**src/rtl/duty_pkg.sv**
```systemverilog
// Shared types, default constants and the duty clamp helper for the duty_pwm block.
// The STOP state exists only when DUTY_SOFT_STOP_EN is defined.
package duty_pkg;

  localparam int unsigned DefaultPrescale = 8;
  localparam int unsigned DefaultSteps    = 10;

`ifdef DUTY_SOFT_STOP_EN
  typedef enum logic [1:0] {
    StIdle,
    StRun,
    StStop
  } duty_state_e;
`else
  typedef enum logic [1:0] {
    StIdle,
    StRun
  } duty_state_e;
`endif

  function automatic logic [3:0] clamp_duty(input logic [3:0] duty, input logic [3:0] full);
    return (duty > full) ? full : duty;
  endfunction

endpackage

```
**src/rtl/pwm_tick.sv**
```systemverilog
// Prescaler: counts 0..PRESCALE-1 and flags the last count as a step tick.
// clr holds the count at zero.
module pwm_tick
  import duty_pkg::*;
#(
  parameter int unsigned PRESCALE = DefaultPrescale
) (
  input  logic clk,
  input  logic rst,
  input  logic clr,
  output logic tick
);

  localparam logic [7:0] LastCnt = 8'(PRESCALE - 1);

  logic [7:0] r_pre_cnt;

  assign tick = (r_pre_cnt == LastCnt);

  always_ff @(posedge clk or posedge rst) begin
    if (rst) begin
      r_pre_cnt <= '0;
    end else if (clr || tick) begin
      r_pre_cnt <= '0;
    end else begin
      r_pre_cnt <= r_pre_cnt + 8'd1;
    end
  end

endmodule

```
**src/rtl/duty_pwm.sv**
```systemverilog
// duty_pwm: prescaled PWM generator whose duty is latched once per period.
// Define DUTY_SOFT_STOP_EN to let a dropped en finish the current period via STOP.
module duty_pwm
  import duty_pkg::*;
#(
  parameter int unsigned PRESCALE = DefaultPrescale,
  parameter int unsigned STEPS    = DefaultSteps
) (
  input  logic       clk,
  input  logic       rst,
  input  logic       en,
  input  logic [3:0] duty_cycle,
  output logic       pwm_out,
  output logic       period_done,
  output logic       busy
);

  localparam logic [3:0] FullScale = 4'(STEPS);
  localparam logic [3:0] LastStep  = 4'(STEPS - 1);

  duty_state_e r_state, w_state_d;
  logic [3:0]  r_step, w_step_d;
  logic [3:0]  r_shadow, w_shadow_d;
  logic        r_pwm, w_pwm_d;
  logic        r_done, w_done_d;
  logic        w_tick, w_adv, w_wrap, w_clr;

  pwm_tick #(
    .PRESCALE(PRESCALE)
  ) u_pwm_tick (
    .clk (clk),
    .rst (rst),
    .clr (w_clr),
    .tick(w_tick)
  );

  assign w_adv  = w_tick && (r_state != StIdle);
  assign w_wrap = w_adv && (r_step == LastStep);
  // Prescaler sits at zero in IDLE so a new run always starts on a clean step.
  assign w_clr  = (r_state == StIdle) || (w_state_d == StIdle);

  always_comb begin
    w_state_d  = r_state;
    w_step_d   = r_step;
    w_shadow_d = r_shadow;

    if (w_adv) begin
      w_step_d = w_wrap ? 4'd0 : r_step + 4'd1;
      if (w_wrap) begin
        w_shadow_d = clamp_duty(duty_cycle, FullScale);
      end
    end

    case (r_state)
      StIdle: begin
        if (en) begin
          w_state_d  = StRun;
          w_step_d   = 4'd0;
          w_shadow_d = clamp_duty(duty_cycle, FullScale);
        end
      end
      StRun: begin
        if (!en) begin
`ifdef DUTY_SOFT_STOP_EN
          w_state_d = w_wrap ? StIdle : StStop;
`else
          w_state_d = StIdle;
`endif
        end
      end
`ifdef DUTY_SOFT_STOP_EN
      StStop: begin
        if (en) begin
          w_state_d = StRun;
        end else if (w_wrap) begin
          w_state_d = StIdle;
        end
      end
`endif
      default: w_state_d = StIdle;
    endcase

    if (w_state_d == StIdle) begin
      w_step_d = 4'd0;
    end

    w_done_d = w_wrap;
    // Output is decided from next-state values so it changes on the causing edge.
    w_pwm_d  = (w_state_d != StIdle) && (w_step_d < w_shadow_d);
  end

  always_ff @(posedge clk or posedge rst) begin
    if (rst) begin
      r_state  <= StIdle;
      r_step   <= '0;
      r_shadow <= '0;
      r_pwm    <= 1'b0;
      r_done   <= 1'b0;
    end else begin
      r_state  <= w_state_d;
      r_step   <= w_step_d;
      r_shadow <= w_shadow_d;
      r_pwm    <= w_pwm_d;
      r_done   <= w_done_d;
    end
  end

  assign pwm_out     = r_pwm;
  assign period_done = r_done;
  assign busy        = (r_state != StIdle);

endmodule

```
**config.mk**
```make
export PLATFORM = sky130hd
export DESIGN_NAME = duty_pwm
export DESIGN_NICKNAME = d
export VERILOG_FILES = /design/src/rtl/duty_pkg.sv /design/src/rtl/pwm_tick.sv /design/src/rtl/duty_pwm.sv
export SDC_FILE = /design/constraint.sdc
export NUM_CORES = 1
export LEC_CHECK = 0
export ABC_AREA = 1
export BUFFER_PORTS_ARGS = -buffer_cell sky130_fd_sc_hd__buf_2
export CAP_MARGIN = 0
export CORE_MARGIN = 2
export CORE_UTILIZATION = 40
export DETAILED_ROUTE_END_ITERATION = 8
export GPL_ROUTABILITY_DRIVEN = 0
export PLACE_DENSITY = 0.63
export SYNTH_ARGS = -nofsm -noshare
export SYNTH_HDL_FRONTEND = slang
export SYNTH_SLANG_ARGS = --single-unit
```
**constraint.sdc**
```tcl
create_clock -name clk -period 4.6 [get_ports clk]
set_input_delay 1.38 -clock clk [delete_from_list [all_inputs] [get_ports clk]]
set_output_delay 1.38 -clock clk [all_outputs]
set_load 0.005 [all_outputs]
```
[After elaboration in Yosys (flattened, before gate mapping)]
Cells that the tools add are included.
Word-level totals
  bits of input ports: 7
  logic and storage cells: 36
  register bits after elaboration: 20
  output and inout bits: 3
Operators by class
  $lt $le $gt $ge: 2
  reduce and logical (&&, ||, !) cells: 9
  equal/unequal tests: 3
  $add $sub $neg: 2
  mux-type cells: 14
Operators with widths (number)
  two-way mux 4 bit: 10
  adder 8 x 1 -> 8 bit (second input constant): 1
  == test 8 x 3 -> 1 bit (second input constant): 1
  two-way mux 8 bit: 1
  adder 4 x 1 -> 4 bit (second input constant): 1
  == test 4 bit (second input constant): 1
  > comparator 4 bit (second input constant): 1
  logical NOT 2 bit: 2
  less-than comparator 4 bit: 1
  two-way mux 2 bit: 2
  one-hot mux 2 bit (2 select lines): 1
  nonzero test 2 bit: 2
  logical AND 1 bit: 3
  == test 2 x 1 -> 1 bit (second input constant): 1
  logical OR 1 bit: 2

[Logic depth before layout (Yosys ltp)]
Gate-level depths: netlist of run 1.
  depth in word-level cells: 10
  mapped depth: 12
  depth with buffers taken out: 12

[Cells and area by module]
Synthesis of run 1 repeated with hierarchy kept, for this count alone.
Second synthesis, totals
  cell total of the unflattened synthesis: 140
  area total of the unflattened synthesis: 1168.6 µm²
Modules (own cells, without submodules)
  duty_pwm: area each 724.4 µm², times used 1, cells an instance 83, sequential area each 300.3 µm²
  pwm_tick: area each 444.2 µm², times used 1, cells an instance 57, sequential area each 200.2 µm²

[Worst setup path after synthesis of run 1]
OpenSTA, ideal clock, no wires.
  path type: input port to flip-flop
  start point: in en
  end point: reg r_pwm (netlist: pwm_out)
  cell stages on the path: 8
  setup slack: 2.047 ns
  arrival: 2.480 ns
  cell sequence: inv_1 -> nor3_1 -> nand2_2 -> a211oi_1 -> ha_1 -> nand2_1 -> nand2_1 -> a21oi_2
Between the ends
  word-level cells in the longest chain between the ends: 6
RTL lines
  start: declaration: line duty_pwm.sv:11  | input logic en,
  two-way mux 2 bit (on tied branches): line duty_pwm.sv:63, duty_pwm.sv:56
  one-hot mux 2 bit (2 select lines): line duty_pwm.sv:54  | case (r_state)
  logical NOT 2 bit: line duty_pwm.sv:83  | if (w_state_d == StIdle) begin
  two-way mux 4 bit *: line duty_pwm.sv:83
  named net w_step_d[1]: line duty_pwm.sv:22  | logic [3:0] r_step, w_step_d;
  less-than comparator 4 bit *: line duty_pwm.sv:89  | w_pwm_d = (w_state_d != StIdle) && (w_step_d < w_shadow_d);
  logical AND 1 bit *: line duty_pwm.sv:89
  named net w_pwm_d: line duty_pwm.sv:24  | logic r_pwm, w_pwm_d;
  end signal: assignment: line duty_pwm.sv:103  | r_pwm <= w_pwm_d;
  end: declaration: line duty_pwm.sv:24
The timed path passes the listed nets; every way through them passes the cells marked *.

[Worst setup path after layout of run 1]
Ends and elaborated chain as after synthesis.

==> results of run 1 <==
[report_power, final]
part	switching, mW	internal (mW)
Combinational	0.0187	0.0105
Clock	0.0487	0.0305
Sequential	0.00173	0.182
Total	0.0691	0.223
[registers in the layout, indices dropped and copies added, names as in the netlist]
register / count
r_shadow: 4
pwm_out: 1
r_step: 4
u_pwm_tick.r_pre_cnt: 8
period_done: 1
r_state: 2
[final timing paths]
check,endpoint,slack (ns),start,cells after the start
worst min-delay path,u_pwm_tick.r_pre_cnt[0]$_DFF_PP0_,0.47,u_pwm_tick.r_pre_cnt[0]$_DFF_PP0_,1
worst max-delay path,pwm_out$_DFF_PP0_,2.07,en,9
min in group asynchronous,u_pwm_tick.r_pre_cnt[0]$_DFF_PP0_,1.18,rst,2
worst min register to register,u_pwm_tick.r_pre_cnt[0]$_DFF_PP0_,0.47,u_pwm_tick.r_pre_cnt[0]$_DFF_PP0_,1
worst max register to register,pwm_out$_DFF_PP0_,2.50,u_pwm_tick.r_pre_cnt[0]$_DFF_PP0_,12
max in group asynchronous,pwm_out$_DFF_PP0_,2.95,rst,2
[final cells by class]
| cell class | instances | share of cell area (%) |
|---|---|---|
| sequential | 20 | 44.1 |
| multi-input combinational | 74 | 39.4 |
| inverter | 22 | 7.27 |
| timing repair buffer | 9 | 3.96 |
| tap | 30 | 3.30 |
| clock buffer | 3 | 1.98 |
[stage by stage]
step	cells	worst slack, ns
2_1_floorplan	116	2.05
3_3_place_gp	155	1.86
3_5_place_dp	155	1.77
4_1_cts	158	2.07
5_1_grt	158	1.93
6_report	158	2.07
[placed cells by master, fill, tap and decap left out, drive strengths merged, types with 3 or more instances in the layout]
| master | n |
|---|---|
| buf | 9 |
| nor2 | 11 |
| ha | 6 |
| nand2 | 20 |
| clkbuf | 3 |
| dfrtp | 20 |
| nand3 | 6 |
| nor3b | 3 |
| a21oi | 6 |
| o21ai | 5 |
| and3 | 4 |
| nor3 | 5 |
| inv | 22 |
[per-layer routing]
| metal | vias up | share of wire [%] | track usage (%) |
|---|---|---|---|
| li1 | 401 | - | - |
| met1 | 347 | 49 | 19.1 |
| met2 | 23 | 44 | 20.6 |
| met3 | 4 | 4.9 | 2.46 |
| met4 | 0 | 2.0 | 8.75 |
| met5 | - | 0 | 0 |
[worst max-delay path: stages]
cell,delay (ns)
buf_2,0.10
inv_1,0.05
nor3_1,0.28
nand2_2,0.12
a211oi_1,0.33
ha_1,0.29
nand2_1,0.06
nand2_1,0.05
a21oi_2,0.10
[kinds of logic after synthesis]
family                     Yosys count
other                                1
xor gates and xnor gates             1
AOI/OAI and AO/OA                   14
buffers and inverters               22
DFF                                 20
and+or+nand+nor                     52
adders and majority gates            6
==> results by group, run 1 <==
Synth
  • Top cells by area, synth: dfrtp_1 (49%), ha_1 (7.3%), inv_1 (7.3%)
  • Avg Synthesized Cell Area: ~8.9 sq um
  • Synth Area in Simple Gates: a little over a quarter
  • Seq/Total Area, Yosys: between 40% and 50%
  • FFs w/ async S/R, synth: 100%
  • Mux share of post-synthesis cell area: 0%
  • Synth Area in Compound Gates: 7.77%
  • Yosys warns: 0
  • Most used DFF post-synth: dfrtp_1
  • Post-Synth XOR/XNOR Area: 0.850%
  • Post-synth EDFFs: 0
  • Library cells used by synthesis: 26
  • Fraction of post-synthesis cell area in the top cell type by area: 48.5%
  • Synthesized area: around 1000 sq um
  • Post-synthesis cell count: about 120
  • Post-Synth Adder-Cell Area: between 7 and 8%
  • Syn Nets: approximately 130
  • Main combinational cell family by area after synthesis: simple AND/OR/NAND/NOR gates
  • Post-synth top cells: dfrtp_1 (20), inv_1 (20), nand2_1 (16), nor2_1 (10), ha_1 (6)
  • Synth Register Bits: 20
  • Leading area contributor after synthesis: dfrtp_1

Routing
  • First drt pass iteration count: 4
  • Initial DRC count: 11
  • Wire per inst: between 10 and 15 um
  • Vias per inst: 4.91
  • Via count: 775
  • Routed WL: roughly 1700 um
  • Remaining DRCs: 0
  • Final ANT Viol Nets: 0

STA
  • Fin crit share: between 50% and 60%
  • Slew Viols, Final: 0
  • Slew headroom: 51.6%
  • RSZ-0062 raised after global routing: no
  • Final Hold Viols: 0
  • Number of setup violations in the final report: 0
  • Worst slew pin tran: between 0.7 and 0.8 ns
  • Crit path time final: about 2.5 ns
  • Fmax: 395 MHz
  • Final hold slack: around 0.47 ns
  • Setup TNS: 0 ns
  • Worst Skew: 0.00764 ns

Layout
  • ANT cells: 0
  • Layout cells sized above 1: approximately 17%
  • Final core utilization: between 40% and 50%
  • Reg area: about 500 sq um
  • Multi-input combinational cell area: 448 sq um
  • Area Growth Syn to Fin: 10.2%
  • FILL cells: ~250
  • NumNets Final: 143
  • Design area: approximately 1100 sq um

Placed design
  • I/O Buffers: 9
  • Placed inst area: about 1100 sq um
  • Hpwl dp: between 1000 and 1500 um

Die
  • Core area: between 2000 and 2500 sq um
  • # rows: 18
  • Initial Utilization: 42.0%
  • Ports: 10
  • Die H: 54.8 um
  • Die area: 3000 sq um
  • Die W: 54.8 um

Pwr
  • Power per cell area: 257 nW/um^2
  • Design Power: around 290 uW
  • Lkg Pwr: 0.592 nW
  • Peak VDD IR: about 0.17 mV

Critical path
  • Critical Path RT: 4.83 ns
  • Crit Path Category: input port to flop
  • Crit start category: input port
  • Crit path arrival time: ~2.8 ns
  • Critical path peak fanout: 4
  • Crit. End Element: flop

Global route
  • Gr usage total: between 10% and 20%
  • Global route overflow: 0
  • Initial antenna violation count: 0
  • Global-route wire length before repair: between 2000 and 3000 um
  • Largest net degree at the start of global routing: 21
  • Vias in the first global route: slightly below 700

Clock network
  • CTS sink count: 20
  • CTS Hold Bufs: 0
  • CTS resizes: 0
  • Num CTS Buffers: 3
  • H-tree depth: 1
  • Root Driver: clkbuf_4
  • Clk Latency, worst-skew pair: approximately 0.29 ns
  • Clk pin slew, worst setup/hold paths: ~0.11 ns
  • CTS tree: done
  • # Post-CTS Setup Buffers: 0
  • Clock Tree Buf Depth: 2

Run
  • Max_cap viols: 0

Min path
  • Hold WC Path Type: flop to flop

Outcome
  • Outcome: complete, no violations
(Power assumes the default switching activity.)
==> run 2: changes to the inputs <==
--- a/config.mk
+++ b/config.mk
@@ -5,14 +5,14 @@
 export SDC_FILE = /design/constraint.sdc
 export NUM_CORES = 1
 export LEC_CHECK = 0
-export ABC_AREA = 1
+export ABC_AREA = 0
 export BUFFER_PORTS_ARGS = -buffer_cell sky130_fd_sc_hd__buf_2
 export CAP_MARGIN = 0
 export CORE_MARGIN = 2
 export CORE_UTILIZATION = 40
 export DETAILED_ROUTE_END_ITERATION = 8
 export GPL_ROUTABILITY_DRIVEN = 0
-export PLACE_DENSITY = 0.63
+export PLACE_DENSITY = 0.65
 export SYNTH_ARGS = -nofsm -noshare
 export SYNTH_HDL_FRONTEND = slang
 export SYNTH_SLANG_ARGS = --single-unit
==> constraint.sdc (replaced) <==
create_clock -name clk -period 2.3 [get_ports clk]
set_input_delay 0.69 -clock clk [delete_from_list [all_inputs] [get_ports clk]]
set_output_delay 0.69 -clock clk [all_outputs]
set_load 0.005 [all_outputs]
==> run 2 against run 1 <==
The flow now finishes with violations (setup timing). Utilization is 9.6 points higher. Clock-buffer cell count is 1 higher. Sequential share of layout area is 11 points lower. Critical path depth stayed put. Synthesized cell count is 8.6% lower. Non-clock buffer count is 30 higher. Worst setup slack worse by 2.2 ns. Clock power grew to 2.6 times the previous value. Register-to-register slack worse by 2.7 ns. Critical endpoint unchanged. Global-route usage is 2.9 points higher. Cell count is 14% higher.
==> results by group, run 2 <==
Die
  • Die W: 56.5 um (was 54.8 um)
  • Core area: 2690 sq um (was 2450 sq um)
  • Initial Utilization: 41.0% (was 42.0%)
  • Die H: 56.5 um (was 54.8 um)
  • Ports: 10 (unchanged)
  • # rows: 19 (was 18)
  • Die area: 3190 sq um (was 3000 sq um)

STA
  • Post-route setup slack: -0.165 ns (was 2.07 ns)
  • Worst Skew: 0.00151 ns (was 0.00764 ns)
  • Worst slew pin tran: 0.587 ns (was 0.725 ns)
  • Final Hold Viols: 0 (unchanged)
  • Number of setup violations in the final report: 1 (was 0)
  • Crit path time final: 2.46 ns
  • Slew Viols, Final: 0 (unchanged)
  • Fmax: a little over 400 MHz
  • Slew headroom: 60.7% (was 51.6%)
  • RSZ-0062 raised after global routing: yes (was no)
  • Fin crit share: 107%

Global route
  • Initial antenna violation count: 0 (unchanged)
  • Vias in the first global route: 971 (was 680)
  • Global route overflow: 0 (unchanged)
  • Global-route wire length before repair: 4190 um (was 2940 um)
  • Gr usage total: 17.0% (was 14.1%)
  • Largest net degree at the start of global routing: 21 (unchanged)

Synth
  • Synth Register Bits: 20 (unchanged)
  • Post-synth top cells: dfrtp_1 (20), nor2_1 (13), nand3_1 (7), ha_1 (6), nand2_1 (6) (was dfrtp_1 (20), inv_1 (20), nand2_1 (16), nor2_1 (10), ha_1 (6))
  • FFs w/ async S/R, synth: 100% (unchanged)
  • Leading area contributor after synthesis: dfrtp_1 (unchanged)
  • Most numerous cell in the Yosys netlist: dfrtp_1
  • Fraction of post-synthesis cell area in the top cell type by area: 45.4% (was 48.5%)
  • Most used DFF post-synth: dfrtp_1 (unchanged)
  • Top cells by area, synth: dfrtp_1 (45%), ha_1 (6.8%), nor2_1 (4.4%) (was dfrtp_1 (49%), ha_1 (7.3%), inv_1 (7.3%))
  • Synthesized area: 1100 sq um (was 1030 sq um)
  • Seq/Total Area, Yosys: 45.4% (was 48.5%)
  • Avg Synthesized Cell Area: 10.4 sq um (was 8.89 sq um)
  • Library cells used by synthesis: 36 (was 26)
  • Post-synth EDFFs: 0 (unchanged)
  • Syn Nets: 119 (was 129)
  • Yosys warns: 0 (unchanged)
  • Post-synthesis cell count: 106 (was 116)

Placed design
  • Placed inst area: 1410 sq um (was 1110 sq um)
  • Hpwl dp: 1920 um (was 1290 um)
  • Setup WS pre-CTS: -0.218 ns (was 1.77 ns)
  • I/O Buffers: 9 (unchanged)

Layout
  • Most flops, register: u_pwm_tick.r_pre_cnt (unchanged)
  • NumNets Final: 163 (was 143)
  • Most frequent cells in the layout: buf_4 (30), dfrtp_1 (20), nor2_1 (13), buf_2 (9), nand3_1 (7) (was inv_1 (20), dfrtp_1 (20), nand2_1 (16), nor2_1 (10), buf_2 (9))
  • Layout cells sized above 1: 38.3% (was 17.2%)
  • Design area: 1500 sq um (was 1140 sq um)
  • Max reg flops: 8 (unchanged)
  • Most common cell after layout, fill and taps aside: buf_4
  • Largest registers: u_pwm_tick.r_pre_cnt: 8 flops, r_shadow: 4 flops, r_step: 4 flops (unchanged)
  • ANT cells: 0 (unchanged)
  • Area Growth Syn to Fin: 36.1% (was 10.2%)

Routing
  • Vias per inst: 5.26 (was 4.91)
  • Via count: 946 (was 775)
  • Met2 WL: 1260 um (was 722 um)
  • Metal3 WL: 56 um (was 81 um)
  • Routed WL: 2430 um (was 1660 um)
  • Max layer used: met4 (unchanged)
  • Final ANT Viol Nets: 0 (unchanged)
  • Remaining DRCs: 0 (unchanged)
  • Wire per inst: 13.5 um (was 10.5 um)
  • Wl on met1: 1070 um (was 821 um)
  • Initial DRC count: 7 (was 11)
  • First drt pass iteration count: 3 (was 4)

Clock network
  • Root Driver: clkbuf_4 (unchanged)
  • CTS tree: done (unchanged)
  • Clk Latency, worst-skew pair: 0.30 ns (was 0.29 ns)
  • CTS Hold Bufs: 0 (unchanged)
  • Num CTS Buffers: 3 (unchanged)
  • H-tree depth: 1 (unchanged)
  • Clk pin slew, worst setup/hold paths: 0.11 ns (about the same)
  • Clock Tree Buf Depth: 2 (unchanged)
  • CTS sink count: 20 (unchanged)

Critical path
  • R2r worst-path depth: 9 (was 12)
  • Crit path cell chain: or4_4 > nor3_4 > mux2i_1 > nor2_1 > ha_1 > o21a_1 > o21ai_2 > nand2_1 > a31oi_1 (was buf_2 > inv_1 > nor3_1 > nand2_2 > a211oi_1 > ha_1 > nand2_1 > nand2_1 > a21oi_2)
  • Worst reg2reg setup slack: -0.16 ns (was 2.50 ns)
  • Crit. End Element: flop (unchanged)
  • CP max stage delay: 0.59 ns (was 0.33 ns)
  • Reg-to-reg startpoint: u_pwm_tick.r_pre_cnt[7]$_DFF_PP0_ (was u_pwm_tick.r_pre_cnt[0]$_DFF_PP0_)
  • Critical R2R Capture: pwm_out$_DFF_PP0_ (unchanged)
  • Critical Path RT: 2.53 ns (was 4.83 ns)
  • Crit start category: flop (was input port)
  • Crit path from: u_pwm_tick.r_pre_cnt[7]$_DFF_PP0_ (was en)
  • Slowest CP cell: or4_4 (was a211oi_1)
  • Crit Path Category: flop to flop (was input port to flop)
  • Critical path peak fanout: 3 (was 4)
  • Crit path arrival time: 2.70 ns (was 2.76 ns)

Pwr
  • Net Sw Frac: 23.7% (was 23.6%)
  • Psw: 160 uW (was 69.1 uW)
  • Peak VDD IR: 0.444 mV (was 0.165 mV)
  • Lkg Pwr: 0.740 nW (was 0.592 nW)
  • Clock network power share: 30.0% (was 27.1%)
  • Internal power: 515 uW (was 223 uW)
  • Flop pwr share: 55.5% (was 62.9%)
  • Comb pwr share: 14.5% (was 10.0%)
  • Power per cell area: 451 nW/um^2 (was 257 nW/um^2)

Outcome
  • Outcome: finished, violations left (was complete, no violations)
  • Failing checks: setup timing

Min path
  • Hold WC Path Type: input port to asynchronous set/reset pin (was flop to flop)

Run
  • Max_cap viols: 0 (unchanged)
[run 2: cell count changes in the layout (fill, tap and decap cells not counted), moves of 3 or more]
cell / change
mux2_4: +3
mux2i_1: +3
xor2_1: +4
nor3b_1: -3
nand3_1: +3
o21ai_0: -3
nor3_1: -5
a21oi_1: -4
nand2_1: -10
inv_1: -15
nor2_1: +3
nand2_2: -3
buf_4: +30
[run 2: logic make-up (layout without fill, tap and decap cells)]
logic type / Yosys count / in the layout / synth area share [%]
AOI/OAI and AO/OA: 14 / 14 / 8.74
buffers and inverters: 5 / 48 / 1.70
muxes: 7 / 7 / 7.72
xor gates and xnor gates: 6 / 6 / 4.77
adders and majority gates: 6 / 6 / 6.81
and+or+nand+nor: 47 / 47 / 24.5
other: 1 / 1 / 0.340
DFF: 20 / 20 / 45.4
[run 2: how the worst max path moves through the flow]
stage	to	slack (ns)
after floorplan	pwm_out$_DFF_PP0_	-0.07
after global placement	pwm_out$_DFF_PP0_	-0.14
after detailed placement	pwm_out$_DFF_PP0_	-0.22
after CTS	pwm_out$_DFF_PP0_	-0.14
after global routing	pwm_out$_DFF_PP0_	-0.27
final	pwm_out$_DFF_PP0_	-0.16
[run 2: critical path: cells and delay by family (launching register included)]
family | cells | cell delay [ns]
simple gates | 4 | 1.00
compound gates | 3 | 0.47
flops | 1 | 0.42
fa+ha+maj | 1 | 0.29
mux | 1 | 0.22
[run 2: timing repair]
action                     in CTS  in global routing
setup endpoints to repair       1                  1
pin swaps                       1                  3
gates resized for setup         1                  5
buffers inserted                0                  3
[run 2: metal layers]
| metal | global-route usage, % | up-vias |
|---|---|---|
| met5 | 0 | - |
| met4 | 9.52 | 0 |
| met3 | 2.53 | 5 |
| met2 | 29.1 | 12 |
| met1 | 20.3 | 462 |
| li1 | - | 467 |
[run 2: area by class of cell]
class / instances / area, sq um
Multi-Input combinational cell: 81 / 636
Tap cell: 31 / 38.8
Fill cell: 232 / 1190
Timing Repair Buffer: 39 / 270
Inverter: 5 / 18.8
Sequential cell: 20 / 500
Clock buffer: 4 / 36.3
[run 2: metrics by stage]
| step | instances | hold WS (ns) | setup TNS [ns] | power [mW] | utilization [%] |
|---|---|---|---|---|---|
| 2_1_floorplan | 106 | 0.469 | -0.0685 | 0.439 | - |
| 6_report | 180 | 0.391 | -0.165 | 0.676 | 55.8 |
| 3_3_place_gp | 173 | 0.507 | -0.137 | 0.469 | 52.5 |
| 4_1_cts | 177 | 0.398 | -0.141 | 0.673 | 53.9 |
| 5_1_grt | 180 | 0.411 | -0.267 | 0.704 | 55.8 |
| 3_5_place_dp | 173 | 0.502 | -0.218 | 0.471 | 52.5 |
[run 2: power groups by stage]
stage               combinational (mW)  sequential [mW]  clock, mW
finish                          0.0979            0.375      0.203
global route                     0.110            0.377      0.216
CTS                             0.0908            0.375      0.208
detailed placement              0.0897            0.381          0
global placement                0.0877            0.381          0
floorplan                       0.0582            0.380          0
==> run 3: changes to the inputs <==
--- a/config.mk
+++ b/config.mk
@@ -8,11 +8,13 @@
 export ABC_AREA = 0
 export BUFFER_PORTS_ARGS = -buffer_cell sky130_fd_sc_hd__buf_2
 export CAP_MARGIN = 0
-export CORE_MARGIN = 2
-export CORE_UTILIZATION = 40
+export CELL_PAD_IN_SITES_DETAIL_PLACEMENT = 2
+export CELL_PAD_IN_SITES_GLOBAL_PLACEMENT = 2
+export CORE_MARGIN = 8
+export CORE_UTILIZATION = 33
 export DETAILED_ROUTE_END_ITERATION = 8
 export GPL_ROUTABILITY_DRIVEN = 0
-export PLACE_DENSITY = 0.65
+export PLACE_DENSITY = 0.77
 export SYNTH_ARGS = -nofsm -noshare
 export SYNTH_HDL_FRONTEND = slang
 export SYNTH_SLANG_ARGS = --single-unit
==> run 3 against run 2 <==
The run still ends with setup timing left. Highest routed layer unchanged. Fmax fell by 3.6%. Routed wire length rose by 38%. Sequential share of layout area up 0.68 points. Critical path depth decreased by 1. Global-route usage fell by 2.9 points. Critical endpoint unchanged. Power is 2.5% higher. Non-clock buffer count is 5 lower. Clock power up 5%.
==> results by group, run 3 (synthesis gave the netlist of run 2 again) <==
Outcome
  • Outcome: finished, violations left (unchanged)
  • Failing checks: setup timing (unchanged)

Layout
  • NumNets Final: 158 (was 163)
  • Most flops, register: u_pwm_tick.r_pre_cnt (unchanged)
  • Max reg flops: 8 (unchanged)
  • Layout cells sized above 1: 33.3% (was 38.3%)
  • ANT cells: 0 (unchanged)
  • Most common cell after layout, fill and taps aside: buf_4 (unchanged)
  • Design area: 1470 sq um (was 1500 sq um)
  • Largest registers: u_pwm_tick.r_pre_cnt: 8 flops, r_shadow: 4 flops, r_step: 4 flops (unchanged)
  • Area Growth Syn to Fin: 33.4% (was 36.1%)
  • Most frequent cells in the layout: buf_4 (25), dfrtp_1 (20), nor2_1 (13), buf_2 (9), nand3_1 (7) (was buf_4 (30), dfrtp_1 (20), nor2_1 (13), buf_2 (9), nand3_1 (7))

Clock network
  • CTS Hold Bufs: 0 (unchanged)
  • CTS sink count: 20 (unchanged)
  • H-tree depth: 1 (unchanged)
  • Clock Tree Buf Depth: 2 (unchanged)
  • CTS tree: done (unchanged)
  • Num CTS Buffers: 3 (unchanged)
  • Clk Latency, worst-skew pair: 0.31 ns (was 0.30 ns)
  • # Post-CTS Setup Buffers: 0 (unchanged)
  • Clk pin slew, worst setup/hold paths: 0.12 ns (was 0.11 ns)
  • Root Driver: clkbuf_4 (unchanged)

Routing
  • Final ANT Viol Nets: 0 (unchanged)
  • Initial DRC count: 8 (was 7)
  • First drt pass iteration count: 4 (was 3)
  • Via count: 948 (was 946)
  • Vias per inst: 4.99 (was 5.26)
  • Routed WL: 3360 um (was 2430 um)
  • Wire per inst: 17.7 um (was 13.5 um)
  • Remaining DRCs: 0 (unchanged)

Global route
  • Global-route wire length before repair: 5790 um (was 4190 um)
  • Global route overflow: 0 (unchanged)
  • Global route hottest layer: met2 (unchanged)
  • Vias in the first global route: 1155 (was 971)
  • Initial antenna violation count: 0 (unchanged)
  • Grt met1 use: 15.8% (was 20.3%)
  • Gr usage total: 14.1% (was 17.0%)
  • Largest net degree at the start of global routing: 21 (unchanged)
  • Global Route met3 Usage: 1.36% (was 2.53%)
  • Met2 usage: 25.8% (was 29.1%)

Run
  • Max_cap viols: 0 (unchanged)

STA
  • Fmax: 391 MHz (was 406 MHz)
  • Final hold slack: 0.386 ns (was 0.391 ns)
  • Number of setup violations in the final report: 1 (unchanged)
  • Worst Skew: 0.00507 ns (was 0.00151 ns)
  • RSZ-0062 raised after global routing: yes (unchanged)
  • Crit path time final: 2.56 ns (was 2.46 ns)
  • Fin crit share: 111% (was 107%)
  • Final Hold Viols: 0 (unchanged)
  • Slew Viols, Final: 0 (unchanged)
  • Post-route setup slack: -0.258 ns (was -0.165 ns)

Pwr
  • Power per cell area: 471 nW/um^2 (was 451 nW/um^2)
  • Psw: 180 uW (was 160 uW)
  • Net Sw Frac: 25.9% (was 23.7%)
  • Clock network power share: 31.0% (was 30.0%)
  • Peak VDD IR: 0.247 mV (was 0.444 mV)
  • Flop pwr share: 54.2% (was 55.5%)
  • Comb pwr share: 14.8% (was 14.5%)
  • Lkg Pwr: 0.721 nW (was 0.740 nW)
  • Internal power: 513 uW (was 515 uW)

Die
  • Initial Utilization: 33.6% (was 41.0%)
  • Core area: 3280 sq um (was 2690 sq um)
  • Die H: 73.8 um (was 56.5 um)
  • Ports: 10 (unchanged)
  • Die W: 73.8 um (was 56.5 um)
  • # rows: 21 (was 19)
  • Die area: 5450 sq um (was 3190 sq um)

Critical path
  • Critical path peak fanout: 4 (was 3)
  • Crit Path Category: flop to flop (unchanged)
  • Crit start category: flop (unchanged)
  • Crit. End Element: flop (unchanged)
  • Critical Path RT: 2.53 ns (about the same)
  • R2r worst-path depth: 8 (was 9)
  • Crit path arrival time: 2.79 ns (was 2.70 ns)

Placed design
  • Placed inst area: 1420 sq um (was 1410 sq um)
  • Hpwl dp: 2820 um (was 1920 um)
  • I/O Buffers: 9 (unchanged)
  • Setup WS pre-CTS: -0.363 ns (was -0.218 ns)

Min path
  • Hold WC Path Type: input port to asynchronous set/reset pin (unchanged)
-- run 3: path summary, 6_finish.rpt --
kind,startpoint,slack [ns],endpoint
worst max register to register,u_pwm_tick.r_pre_cnt[4]$_DFF_PP0_,-0.26,pwm_out$_DFF_PP0_
max in group asynchronous,rst,1.70,r_step[2]$_DFF_PP0_
min in group clk,r_shadow[3]$_DFF_PP0_,0.54,r_shadow[3]$_DFF_PP0_
worst min register to register,r_shadow[3]$_DFF_PP0_,0.54,r_shadow[3]$_DFF_PP0_
worst max-delay path,u_pwm_tick.r_pre_cnt[4]$_DFF_PP0_,-0.26,pwm_out$_DFF_PP0_
worst min-delay path,rst,0.39,r_shadow[0]$_DFF_PP0_
-- run 3: through the flow --
stage / utilization (%) / TNS [ns] / std cells / power, mW
after floorplan: - / -0.0685 / 106 / 0.439
after global placement: 43.1 / -0.167 / 186 / 0.472
after detailed placement: 43.1 / -0.363 / 186 / 0.484
after CTS: 44.4 / -0.282 / 190 / 0.701
after global routing: 44.8 / -0.371 / 190 / 0.721
final: 44.8 / -0.258 / 190 / 0.693
-- run 3: what timing repair did --
item	CTS	global route
gates resized for setup	2	1
pin swaps	1	1
endpoints found under the setup margin	1	1
-- run 3: final cells by class --
class / count / area, sq um
clock buffers: 4 / 36.3
fillers: 368 / 1810
inverters: 5 / 18.8
multi-input cells: 81 / 624
flip-flops and latches: 20 / 500
well taps: 46 / 57.6
repair buffers: 34 / 233
-- run 3: power groups by stage --
stage	Sequential, mW	Clock [mW]	Combinational [mW]
3_5_place_dp	0.383	0	0.101
2_1_floorplan	0.380	0	0.0582
6_report	0.376	0.214	0.102
4_1_cts	0.376	0.223	0.103
3_3_place_gp	0.381	0	0.0912
5_1_grt	0.377	0.231	0.113
-- run 3: layer usage --
| layer | routed length (um) | vias up |
|---|---|---|
| met3 | 61 | 4 |
| li1 | - | 455 |
| met5 | 0 | - |
| met1 | 1380 | 480 |
| met4 | 53 | 0 |
| met2 | 1860 | 9 |
-- run 3: worst max-delay path, stage by stage, from the launching register on --
cell and delay [ns]:
dfrtp_1 0.44, or4_4 0.58, nor4_4 0.26, nor2_4 0.09, mux2i_1 0.21, ha_1 0.31, a2111oi_4 0.29, a32oi_1 0.15
a31oi_1 0.16
